**src/rtl/fetch_redirect_unit.sv**
```systemverilog
// Fetch-stage PC owner and IF/ID pipeline register.
// Takes EX branch redirects, squashes wrong-path fetches and flags bad targets.
module fetch_redirect_unit #(
   parameter int unsigned PC_W      = 9,
   parameter logic [31:0] NOP_INSTR = 32'h0000_0013,
   parameter int unsigned CNT_W     = 16
) (
   input  logic             clk,
   input  logic             rst_n,
   input  logic             PcSel,
   input  logic [31:0]      BrPC,
   input  logic             Stall,
   input  logic [31:0]      InstrIn,
   output logic [PC_W-1:0]  ImemAddr,
   output logic [PC_W-1:0]  IfId_PC,
   output logic [31:0]      IfId_Instr,
   output logic             IfId_Valid,
   output logic             Flush,
   output logic             MisalignErr,
   output logic             RangeErr,
   output logic [CNT_W-1:0] RedirectCnt
);

   // state | meaning
   // BOOT  | single cycle after reset release; PC held at 0, IF/ID bubbled
   // RUN   | normal fetch, redirect and stall handling
   // HALT  | misaligned redirect seen; PC frozen, IF/ID bubbled until reset
   typedef enum logic [1:0] {
      BOOT = 2'd0,
      RUN  = 2'd1,
      HALT = 2'd2
   } state_t;

   state_t          state;
   logic [PC_W-1:0] pc;

   assign ImemAddr = pc;
   assign Flush    = PcSel && (state == RUN);

   always_ff @(posedge clk or negedge rst_n) begin
      if (!rst_n) begin
         state       <= BOOT;
         pc          <= '0;
         IfId_PC     <= '0;
         IfId_Instr  <= NOP_INSTR;
         IfId_Valid  <= 1'b0;
         MisalignErr <= 1'b0;
         RangeErr    <= 1'b0;
         RedirectCnt <= '0;
      end else begin
         case (state)
            BOOT: begin
               state      <= RUN;
               IfId_Instr <= NOP_INSTR;
               IfId_Valid <= 1'b0;
            end
            RUN: begin
               if (PcSel && (BrPC[1:0] != 2'b00)) begin
                  MisalignErr <= 1'b1;
                  state       <= HALT;
                  IfId_Instr  <= NOP_INSTR;
                  IfId_Valid  <= 1'b0;
               end else if (PcSel) begin
                  // out-of-range targets still redirect, using the truncated address
                  pc         <= BrPC[PC_W-1:0];
                  IfId_Instr <= NOP_INSTR;
                  IfId_Valid <= 1'b0;
                  if (RedirectCnt != '1)
                     RedirectCnt <= RedirectCnt + CNT_W'(1);
                  if (|BrPC[31:PC_W])
                     RangeErr <= 1'b1;
               end else if (!Stall) begin
                  pc         <= pc + PC_W'(4);
                  IfId_PC    <= pc;
                  IfId_Instr <= InstrIn;
                  IfId_Valid <= 1'b1;
               end
            end
            HALT: begin
               IfId_Instr <= NOP_INSTR;
               IfId_Valid <= 1'b0;
            end
            default: begin
               state      <= HALT;
               IfId_Instr <= NOP_INSTR;
               IfId_Valid <= 1'b0;
            end
         endcase
      end
   end

endmodule

```
**config.mk**
```make
export PLATFORM = sky130hd
export DESIGN_NAME = fetch_redirect_unit
export DESIGN_NICKNAME = d
export VERILOG_FILES = /design/src/rtl/fetch_redirect_unit.sv
export SDC_FILE = /design/constraint.sdc
export NUM_CORES = 1
export LEC_CHECK = 0
export ABC_AREA = 1
export BUFFER_PORTS_ARGS = -buffer_cell sky130_fd_sc_hd__buf_2
export CORE_MARGIN = 2
export CORE_UTILIZATION = 45
export CTS_CLUSTER_SIZE = 24
export DETAILED_ROUTE_END_ITERATION = 10
export HOLD_SLACK_MARGIN = 0.08
export PLACE_DENSITY = 0.87
export SYNTH_ARGS = -nofsm -noshare
export SYNTH_HDL_FRONTEND = slang
export SYNTH_SLANG_ARGS = --single-unit
```
**constraint.sdc**
```tcl
create_clock -name clk -period 1.9 [get_ports clk]
set_input_delay 0.285 -clock clk [delete_from_list [all_inputs] [get_ports clk]]
set_output_delay 0.285 -clock clk [all_outputs]
set_load 0.005 [all_outputs]
```
Word-level counts from Yosys, hierarchy flattened
Index checks and enable logic that the tools add are counted.
{ "op_classes": {"add_sub_neg": 2, "multipliers": 0, "n_div": 0, "n_lt_le_gt_ge": 0, "eq_ne": 6, "shift": 0, "mux": 12, "n_bitwise": 4, "n_reduce_logical": 11} }
{ "ops": {"columns": ["cell", "count"], "rows": [
  ["two-way mux 32 bit", 4],
  ["OR reduction 23 bit", 1],
  ["two-way mux 9 bit", 2],
  ["adder 16 x 1 -> 16 bit, second input constant", 1],
  ["inequality test 16 bit, second input constant", 1],
  ["AND reduction 4 bit", 3],
  ["adder 9 x 3 -> 9 bit, second input constant", 1],
  ["one-hot mux 2 bit (3 select lines)", 1],
  ["two-way mux 1 bit", 4],
  ["inequality test 4 x 3 -> 1 bit, second input constant", 1],
  ["NOT 1 bit", 4],
  ["AND reduction 2 bit", 2],
  ["AND reduction 3 bit", 1],
  ["== test 2 x 1 -> 1 bit, second input constant", 1],
  ["== test 2 bit, second input constant", 1],
  ["logical AND 1 bit", 2],
  ["logical NOT 2 bit", 1],
  ["two-way mux 2 bit", 1],
  ["inequality test 2 x 1 -> 1 bit, second input constant", 1],
  ["inequality test 2 bit, second input constant", 1],
  ["nonzero test 2 bit", 1]
]} }
{ "word_totals": {"reg_bits": 71, "latchBits": 0, "ram_bits": 0, "romBits": 0, "inputBits": 68, "out_inout_bits": 70, "n_memories": 0} }

Logic depth before layout (Yosys ltp)
Gate-level depths: netlist (run 1).
{ "depth": {"word_depth": 4, "depth_mapped": 9, "depth_no_buf": 8} }

Worst setup path after synthesis (run 1)
No wires, ideal clock.
{ "synth_path": {"path_type": "register -> register", "startpoint": "reg RedirectCnt[0]", "endpoint": "reg RedirectCnt[6]", "setup_ns": 0.116, "arrival_time_ns": 1.423, "required_time_ns": 1.784, "setup_slack_ns": 0.361, "path_stages_with_launch": 10, "path_buffers": 1, "period_less_slack_ns": 1.539, "cell_sequence": "dfrtp_1 -> ha_1 -> nand3_2 -> inv_1 -> nand3_1 -> nor2_1 -> nor2_4 -> buf_6 -> nand2_1 -> nand2_1"} }
{ "synth_via": {"elab_chain_len": 2} }
{ "synth_lines": {"columns": ["element", "line", "source"], "rows": [
  ["start, declared", "21", "output logic [CNT_W-1:0] RedirectCnt"],
  ["start signal, assigned", "69", "RedirectCnt <= RedirectCnt + CNT_W'(1);"],
  ["parallel branches: the longest is 2 deep, another holds adder 16 x 1 -> 16 bit", null, null]
]} }
Several ways; the timed one is not identified.
A chain may end at the register's enable or synchronous reset.

Worst setup path in the final report (run 1)
{ "layout_path": {"startpoint": "reg RedirectCnt[0]", "endpoint": "reg RedirectCnt[15]"} }
Same word-level chain as after synthesis.

==> metrics.txt, run 1 <==
Synth Register Bits roughly 70; M1 GR Usage 23.6%; Combinational Power Share between 10% and 20%; setup violators final 0; WS Path Type flop to flop; clk root buf clkbuf_8; Final ANT Viol Nets 0; Util after Layout around three fifths; Post-synth EDFFs 0; CP endpoint RedirectCnt[15]; maxcap violations 0; Worst-path clk slew about 0.08 ns; initial antenna violation count 0; wire per inst ~13 µm; layout net count 579; Area growth syn-to-layout 31.1%; via count ~3,000; Via-to-Cell Ratio 4.92; CTS Buf Count 9; routing usage on met2 a little under two fifths; Mapped Cells roughly 370; Reg2Reg Depth 8; Startpoint Class flop; hpwl dp between 5000 and 6000 µm; IO Pins 138; Worst Path Arrival 1.94 ns; first-pass GRT wire length roughly 13,000 µm; GRT Total Usage 20.4%; Syn Area/Cell roughly 9.0 µm²; Max Freq approximately 0.6 GHz; Max Slew Vio Count 0; largest net degree at the start of global routing roughly 70; Final WS setup between 0.2 and 0.25 ns; Most Crowded Layer GR met2; clock tree buffer depth 2; total gr overflow 0; drt drc 0; Max rail drop VDD 0.000435 V; RSZ-0062 raised after global routing false; fin crit share ~90%; Die ar. between 0.007 and 0.008 mm²; Post-synth ARST share between 90% and 100%; H-tree levels 3; M3 GR Usage about 4.8%; Clock power frac roughly 34%; final std cells w/o fill between 600 and 700; R2R Path Start RedirectCnt[0]; Chip Height roughly 89 µm; Unique masters post-synth 28; post-layout min period 1.67 ns; yosys warns 0; initial core utilization 46.0%; clock skew about 0.012 ns; end of the worst register-to-register path RedirectCnt[15]; clock latency on the worst-skew pair about 0.34 ns; CORE AREA between 0.007 and 0.008 mm²; syn_nets 436; sequential share of power approximately half; Worst Max-Slew Pin Slew around 0.37 ns; sequential element share of the synthesized area 54.3%; Hold/Removal Path Class input port to flop; port buffer count around 140; Hold Vio Cnt, Final 0; Inst Count DP 596; Setup crit start RedirectCnt[0]; DR iter-0 viols around 160; final WL about 8000 µm; Cell Area, Synth roughly 0.0033 mm²; setup TNS 0 ns; critical path peak fanout 15; # rows 31; GP Congestion about 0.86; CP Capture Type flop; Main synth FF type dfrtp_1; Pleak ~2.4 nW; clk sinks 71; CTS tree built; Die W between 80 and 90 µm; TritonRoute pass-1 iters 4; post-CTS resize count 0; Pwr Total ~3.9 mW; number of global-route vias before repair between 2,000 and 3,000; switching power about 1.1 mW; critical path required time ~2.2 ns; Slew HR ~75%; status finished clean; pre-CTS WS about 0.23 ns; sw frac 28.5%; fraction of layout cells with a size suffix above 1 between 30% and 40%; antenna cells 0; Internal around 2.8 mW; reg2reg setup slack 0.23 ns; Cell Pwr Density 900 mW/mm²
==> worst min path at each step <==
stage	startpoint	to	slack, ns	depth (start not counted)
2_1_floorplan	rst_n	IfId_Instr[10]	-0.01	0
3_3_place_gp	rst_n	RedirectCnt[7]	0.33	2
3_5_place_dp	rst_n	RedirectCnt[7]	0.34	2
4_1_cts	InstrIn[25]	IfId_Instr[25]	0.14	2
5_1_grt	InstrIn[27]	IfId_Instr[27]	0.13	2
6_report	InstrIn[25]	IfId_Instr[25]	0.16	2
==> power groups by stage <==
stage / clock, mW / sequential [mW] / combinational, mW
final: 1.32 / 1.86 / 0.691
after global routing: 1.42 / 1.89 / 0.791
after detailed placement: 0 / 1.89 / 0.698
after global placement: 0 / 1.88 / 0.668
after floorplan: 0 / 1.89 / 0.303
after CTS: 1.34 / 1.86 / 0.700
==> cell type report <==
class / instances / area (µm²)
inverters: 31 / 116
clock buffers: 9 / 124
multi-input cells: 253 / 1320
repair buffers: 143 / 746
fillers: 655 / 2840
well taps: 99 / 124
clock inverters: 7 / 95.1
flip-flops and latches: 71 / 1780
==> flip-flops by register name, indices dropped and copies added (netlist names) <==
name,count
ImemAddr,9
RangeErr,1
IfId_PC,9
MisalignErr,1
IfId_Instr,32
IfId_Valid,1
RedirectCnt,16
state,2
==> cells by family after synthesis <==
kind of cell             synth area share, %
AO/OA/AOI/OAI                           12.3
buffers and inverters                   5.76
XOR/XNOR                                2.14
flip-flops                              54.3
adder cells (fa/ha/maj)                0.763
AND/OR/NAND/NOR                         24.7
==> critical path, stage by stage, from the launching register on <==
cell     delay, ns
dfrtp_1       0.46
ha_1          0.30
nand3_2       0.12
inv_1         0.06
nand3_1       0.12
nor2_1        0.09
nor2_4        0.29
nand2_1       0.10
nand2_1       0.06
==> what timing repair did <==
action | 4_1_cts | 5_1_grt
endpoints found under the hold margin | 68 | 0
hold buffers | 1 | 0
setup buffers | 0 | 0
==> through the flow <==
stage          area (µm²)  hold WS [ns]
2_1_floorplan        3280       -0.0106
3_3_place_gp         4070         0.333
3_5_place_dp         4070         0.338
4_1_cts              4300         0.139
5_1_grt              4300         0.134
6_report             4300         0.156
==> synth_stat cells, types with 2 or more instances <==
library cell  instances  share of area (%)
nand2_1             112                 13
dfrtp_1              68                 52
nor2_1               43                4.9
inv_1                30                3.4
a22o_1               29                7.7
o21ai_0              19                2.9
nand3_1              17                2.6
nand4_1               8                1.5
xnor2_1               5                1.3
buf_2                 4               0.61
buf_6                 3                1.0
clkbuf_1              3               0.34
dfstp_2               3                2.4
o22a_1                3               0.80
xor2_1                3               0.80
ha_1                  2               0.76
o21bai_1              2               0.46
or2_2                 2               0.38
==> cell usage in the layout (no fill, tap or decap), types with 2 or more instances in the layout <==
cell type / n
dfstp_2: 3
o22a_1: 3
o21ai_0: 19
buf_4: 4
xor2_1: 3
nand3_1: 17
a22o_1: 29
nor2_2: 2
nand2_1: 112
bufinv_16: 2
dfrtp_1: 68
inv_1: 30
clkinv_2: 2
o21bai_1: 2
buf_2: 137
xnor2_1: 5
ha_1: 2
nand4_1: 8
or2_2: 2
nor2_1: 41
clkbuf_8: 9
==> per-layer routing <==
layer	vias up	part of all wire [%]
met3	11	6.5
met5	-	0
met4	0	0.85
li1	1481	-
met1	1422	43
met2	102	50
Note: power is estimated with default switching activity, not from simulation.
==> inputs of run 2 (changes only) <==
Settings changed: RECOVER_POWER set to 25.
==> run 2 against run 1 <==
Against the previous run: count of clock-buffer cells in the layout stayed put; final cell count stayed put; via count about the same; critical path depth stayed put; critical endpoint unchanged; clock skew barely moved; clock power barely moved; critical path type unchanged; total power about the same.
==> metrics.txt, run 2 (synthesis gave the netlist of run 1 again) <==
status finished clean; Die ar. roughly 0.008 mm²; antenna cells 0; TritonRoute pass-1 iters 4; critical path peak fanout 15; clock tree buffer depth 2; GP Congestion about 0.86; initial antenna violation count 0; DR iter-0 viols between 150 and 200; clk sinks 71; most common cell after layout, fill and taps aside buf_2; Inst Count DP a little under 600; Area after DPL a little over 0.004 mm²; Cell Pwr Density ~900 mW/mm²; Final WS setup about 0.23 ns; Max Slew Vio Count 0; maxcap violations 0; CTS Buf Count 9; max reg flops 32; layout net count 579; Pwr Total between 3 and 4 mW; Die W about 89 µm; fraction of layout cells with a size suffix above 1 33.7%; Util after Layout between 60% and 70%; via count a little over 3,000; final std cells w/o fill around 610; Max Freq ~0.60 GHz; number of global-route vias before repair between 2,000 and 3,000; Max rail drop VDD 0.000435 V; Hold Vio Cnt, Final 0; CP Capture Type flop; GRT Total Usage between 20% and 30%; Final ANT Viol Nets 0; clock skew between 0.01 and 0.015 ns; # rows 31; H-tree levels 3; hpwl dp about 5900 µm; CTS tree built; Worst Path Arrival just under 2 ns; final WL about 8000 µm; Biggest register IfId_Instr; RSZ-0062 raised after global routing false; clk root buf clkbuf_8; leading cell types in the layout, fill and taps excluded 137 x buf_2, 112 x nand2_1, 68 x dfrtp_1; CORE AREA between 0.007 and 0.008 mm²; post-layout min period roughly 1.7 ns; Worst-path clk slew 0.08 ns; Slew HR between 30% and 40%; post-CTS setup buffers 0; port buffer count between 100 and 150; setup TNS 0 ns; Startpoint Class flop; Filler Cell Count between 600 and 700; Chip Height between 80 and 90 µm; Pleak between 2 and 2.5 nW; hold slack final ~0.16 ns; Via-to-Cell Ratio between 4 and 5; Area growth syn-to-layout 30.8%; first-pass GRT wire length 12,700 µm; pre-CTS WS about 0.23 ns; critical path required time roughly 2.2 ns; largest net degree at the start of global routing 72; setup violators final 0; total gr overflow 0; Hold/Removal Path Class input port to flop; WS Path Type flop to flop; final instance area 0.00429 mm²; Worst Max-Slew Pin Slew about 0.93 ns; wire per inst 13.0 µm; initial core utilization 46.0%; IO Pins ~140; clock latency on the worst-skew pair 0.34 ns; largest registers IfId_Instr (32), RedirectCnt (16); drt drc 0; fin crit share between 80 and 90%
[run 2: cell type report]
class / count / area (µm²) / share of cell area [%]
Clock buffer: 9 / 124 / 2.89
Timing Repair Buffer: 143 / 733 / 17.1
Sequential cell: 71 / 1780 / 41.5
Tap cell: 99 / 124 / 2.89
Inverter: 31 / 116 / 2.71
Multi-Input combinational cell: 253 / 1320 / 30.7
Clock inverter: 7 / 95.1 / 2.22
[run 2: power by group]
part / switching, mW / internal, mW
logic: 0.367 / 0.319
registers: 0.163 / 1.70
clock network: 0.575 / 0.741
[run 2: path summary, 6_finish.rpt]
kind,from,end,slack [ns],depth (start not counted)
min reg2reg,state[1],state[0],0.45,1
max in group asynchronous,rst_n,ImemAddr[8],0.56,3
min,InstrIn[25],IfId_Instr[25],0.16,2
max,RedirectCnt[0],RedirectCnt[15],0.23,8
min in group asynchronous,rst_n,RedirectCnt[7],0.73,3
max reg2reg,RedirectCnt[0],RedirectCnt[15],0.23,8
[run 2: worst max-delay path, cell delays in order, from the launching register on]
cell,delay [ns]
dfrtp_1,0.46
ha_1,0.30
nand3_2,0.12
inv_1,0.06
nand3_1,0.12
nor2_1,0.09
nor2_4,0.29
nand2_1,0.10
nand2_1,0.06
[run 2: routing by layer]
metal	up-vias	global-route usage [%]	routed length [µm]
met5	-	0	0
met4	0	6.51	68
met3	11	4.80	526
met2	109	37.2	3980
met1	1416	23.6	3410
li1	1481	-	-
[run 2: timing repair]
item	4_1_cts	5_1_grt
hold buffers	1	0
gates resized for setup	0	0
hold endpoints to repair	68	0
==> inputs of run 3 (changes only) <==
Settings changed: CORE_UTILIZATION 45 to 43.
Clock period 1.9 ns to 1.37 ns, I/O delays scaled along.
==> run 3 against run 2 <==
Against the previous run: clock skew down 0.0016 ns; maximum frequency up 25%; clock power up 9.8%; worst setup slack worse by 0.19 ns; global-route usage up 0.72 points; non-clock buffer count up 51; register-to-register slack worse by 0.19 ns; highest routed layer unchanged; critical path type unchanged; hold slack worse by 0.064 ns; largest power group unchanged; routed wire length up 9.5%.
==> metrics.txt, run 3 (synthesis gave the netlist of run 1 again) <==
status finished clean; Most Crowded Layer GR met2; Die ar. roughly 0.0083 mm²; FF+latch area around 0.0018 mm²; layout net count 630; Worst path depth 9; CTS tree built; Final ANT Viol Nets 0; Multi-input gate area approximately 0.0014 mm²; Max rail drop VDD 0.000429 V; most common cell after layout, fill and taps aside buf_2; initial antenna violation count 1; R2R Path Start RedirectCnt[0]; Crit path max-delay family simple AND/OR/NAND/NOR gates; port buffer count approximately 140; clk root buf clkbuf_8; Reg2Reg Depth 9; Hold Vio Cnt, Final 0; Worst path slowest cell dfrtp_2; leading cell types in the layout, fill and taps excluded 136 x buf_2, 107 x nand2_1, 65 x dfrtp_1; crit-path cells ha_4 -> nand3_4 -> inv_4 -> nand3_4 -> nor2_4 -> nor2_4 -> buf_12 -> nand2_1 -> nand2_1; Worst Path Arrival between 1.5 and 2 ns; clock tree buffer depth 2; TritonRoute pass-1 iters 4; first-pass GRT wire length 14,200 µm; end of the worst register-to-register path RedirectCnt[5]; H-tree levels 3; antenna cells 0; CP endpoint RedirectCnt[5]; hold depth 2; via count ~3,300; critical path peak fanout 15; Inst Count DP about 630; Slew HR 71.8%; fraction of layout cells with a size suffix above 1 about two fifths; CTS Buf Count 9; hpwl dp roughly 6400 µm; Hold/Removal Path Class input port to flop; IO Pins roughly 140; Setup crit start RedirectCnt[0]; critical path required time between 1.5 and 2 ns; M3 GR Usage around 5.6%; clk sinks about 70; GP Congestion ~0.8; clock skew about 0.01 ns; post-layout min period 1.34 ns; routing usage on met2 between 30% and 40%; final std cells w/o fill 664; drt drc 0; Util after Layout between 60% and 70%; Biggest register IfId_Instr; peak per-stage delay on the critical path slightly below 0.4 ns; Filler Cell Count between 500 and 600; # rows 31; Pleak around 2.6 nW; Worst-path clk slew 0.08 ns; Max Freq about 0.75 GHz; reg2reg setup slack 0.03 ns; Max Slew Vio Count 0; Die W 91.3 µm; initial core utilization around 45%; max reg flops 32; Worst Max-Slew Pin Slew around 0.42 ns; Via-to-Cell Ratio a little under 5; Startpoint Class flop; final WL 8740 µm; fin crit share 97.6%; largest net degree at the start of global routing 31; wire per inst approximately 13 µm; total gr overflow 0; CP Capture Type flop; CORE AREA 0.00733 mm²; GRT Total Usage approximately a fifth; clock latency on the worst-skew pair 0.33 ns; setup violators final 0; largest registers IfId_Instr (32), RedirectCnt (16); M1 GR Usage 27.0%; WS Path Type flop to flop; number of global-route vias before repair around 3,100; Area growth syn-to-layout 47.7%; CP bufs+invs 2; DR iter-0 viols about 140; Chip Height between 90 and 100 µm; Cell Pwr Density around 1100 mW/mm²; maxcap violations 0; RSZ-0062 raised after global routing true
[run 3: layout make-up]
cell class                 count  area share [%]
timing repair buffer         194            25.4
tap                           99            2.56
clock inverter                 7           0.981
sequential                    71            36.8
inverter                      31            2.45
multi-input combinational    253            29.2
clock buffer                   9            2.56
[run 3: what timing repair did]
action	CTS	global route
buffers inserted	0	7
resized for setup	1	24
hold endpoints to repair	26	0
hold buffers	15	0
cloned	0	1
setup endpoints to repair	2	35
pin swaps	0	8
[run 3: worst reg2reg max path: cells and delay by family (launching register included)]
family / cells / cell delay (ns)
AND/OR/NAND/NOR: 6 / 0.45
flip-flops: 1 / 0.39
buffers and inverters: 2 / 0.22
adder cells (fa/ha/maj): 1 / 0.15
[run 3: worst min-delay path by stage]
stage / endpoint / startpoint / slack, ns
finish: IfId_Instr[26] / InstrIn[26] / 0.09
CTS: IfId_Instr[26] / InstrIn[26] / 0.08
detailed placement: RedirectCnt[15] / rst_n / 0.15
global route: IfId_Instr[9] / InstrIn[9] / 0.08
floorplan: IfId_Instr[10] / rst_n / -0.09
global placement: RedirectCnt[7] / rst_n / 0.15
[run 3: metal layers]
metal  vias up  part of all wire [%]
li1       1592                     -
met1      1539                    42
met2       120                    50
met3        14                   6.4
met4         0                   1.4
met5         -                     0
[run 3: power breakdown]
group / leakage, nW / internal, mW / switching (mW)
Combinational: 1.59 / 0.540 / 0.564
Clock: 0.0854 / 0.655 / 0.793
Sequential: 0.937 / 2.37 / 0.220
Total: 2.61 / 3.56 / 1.58
[run 3: metrics by stage]
stage               cell area, µm²  TNS (ns)  total power, mW  setup WS (ns)  hold slack, ns
CTS                           4750         0             5.13        0.00690          0.0807
detailed placement            4420         0             3.64        0.00850           0.150
global route                  4840    -0.425             5.46        -0.0383          0.0842
finish                        4840         0             5.14         0.0328          0.0914
global placement              4420         0             3.59         0.0708           0.150
floorplan                     3330         0             3.06        0.00340         -0.0901
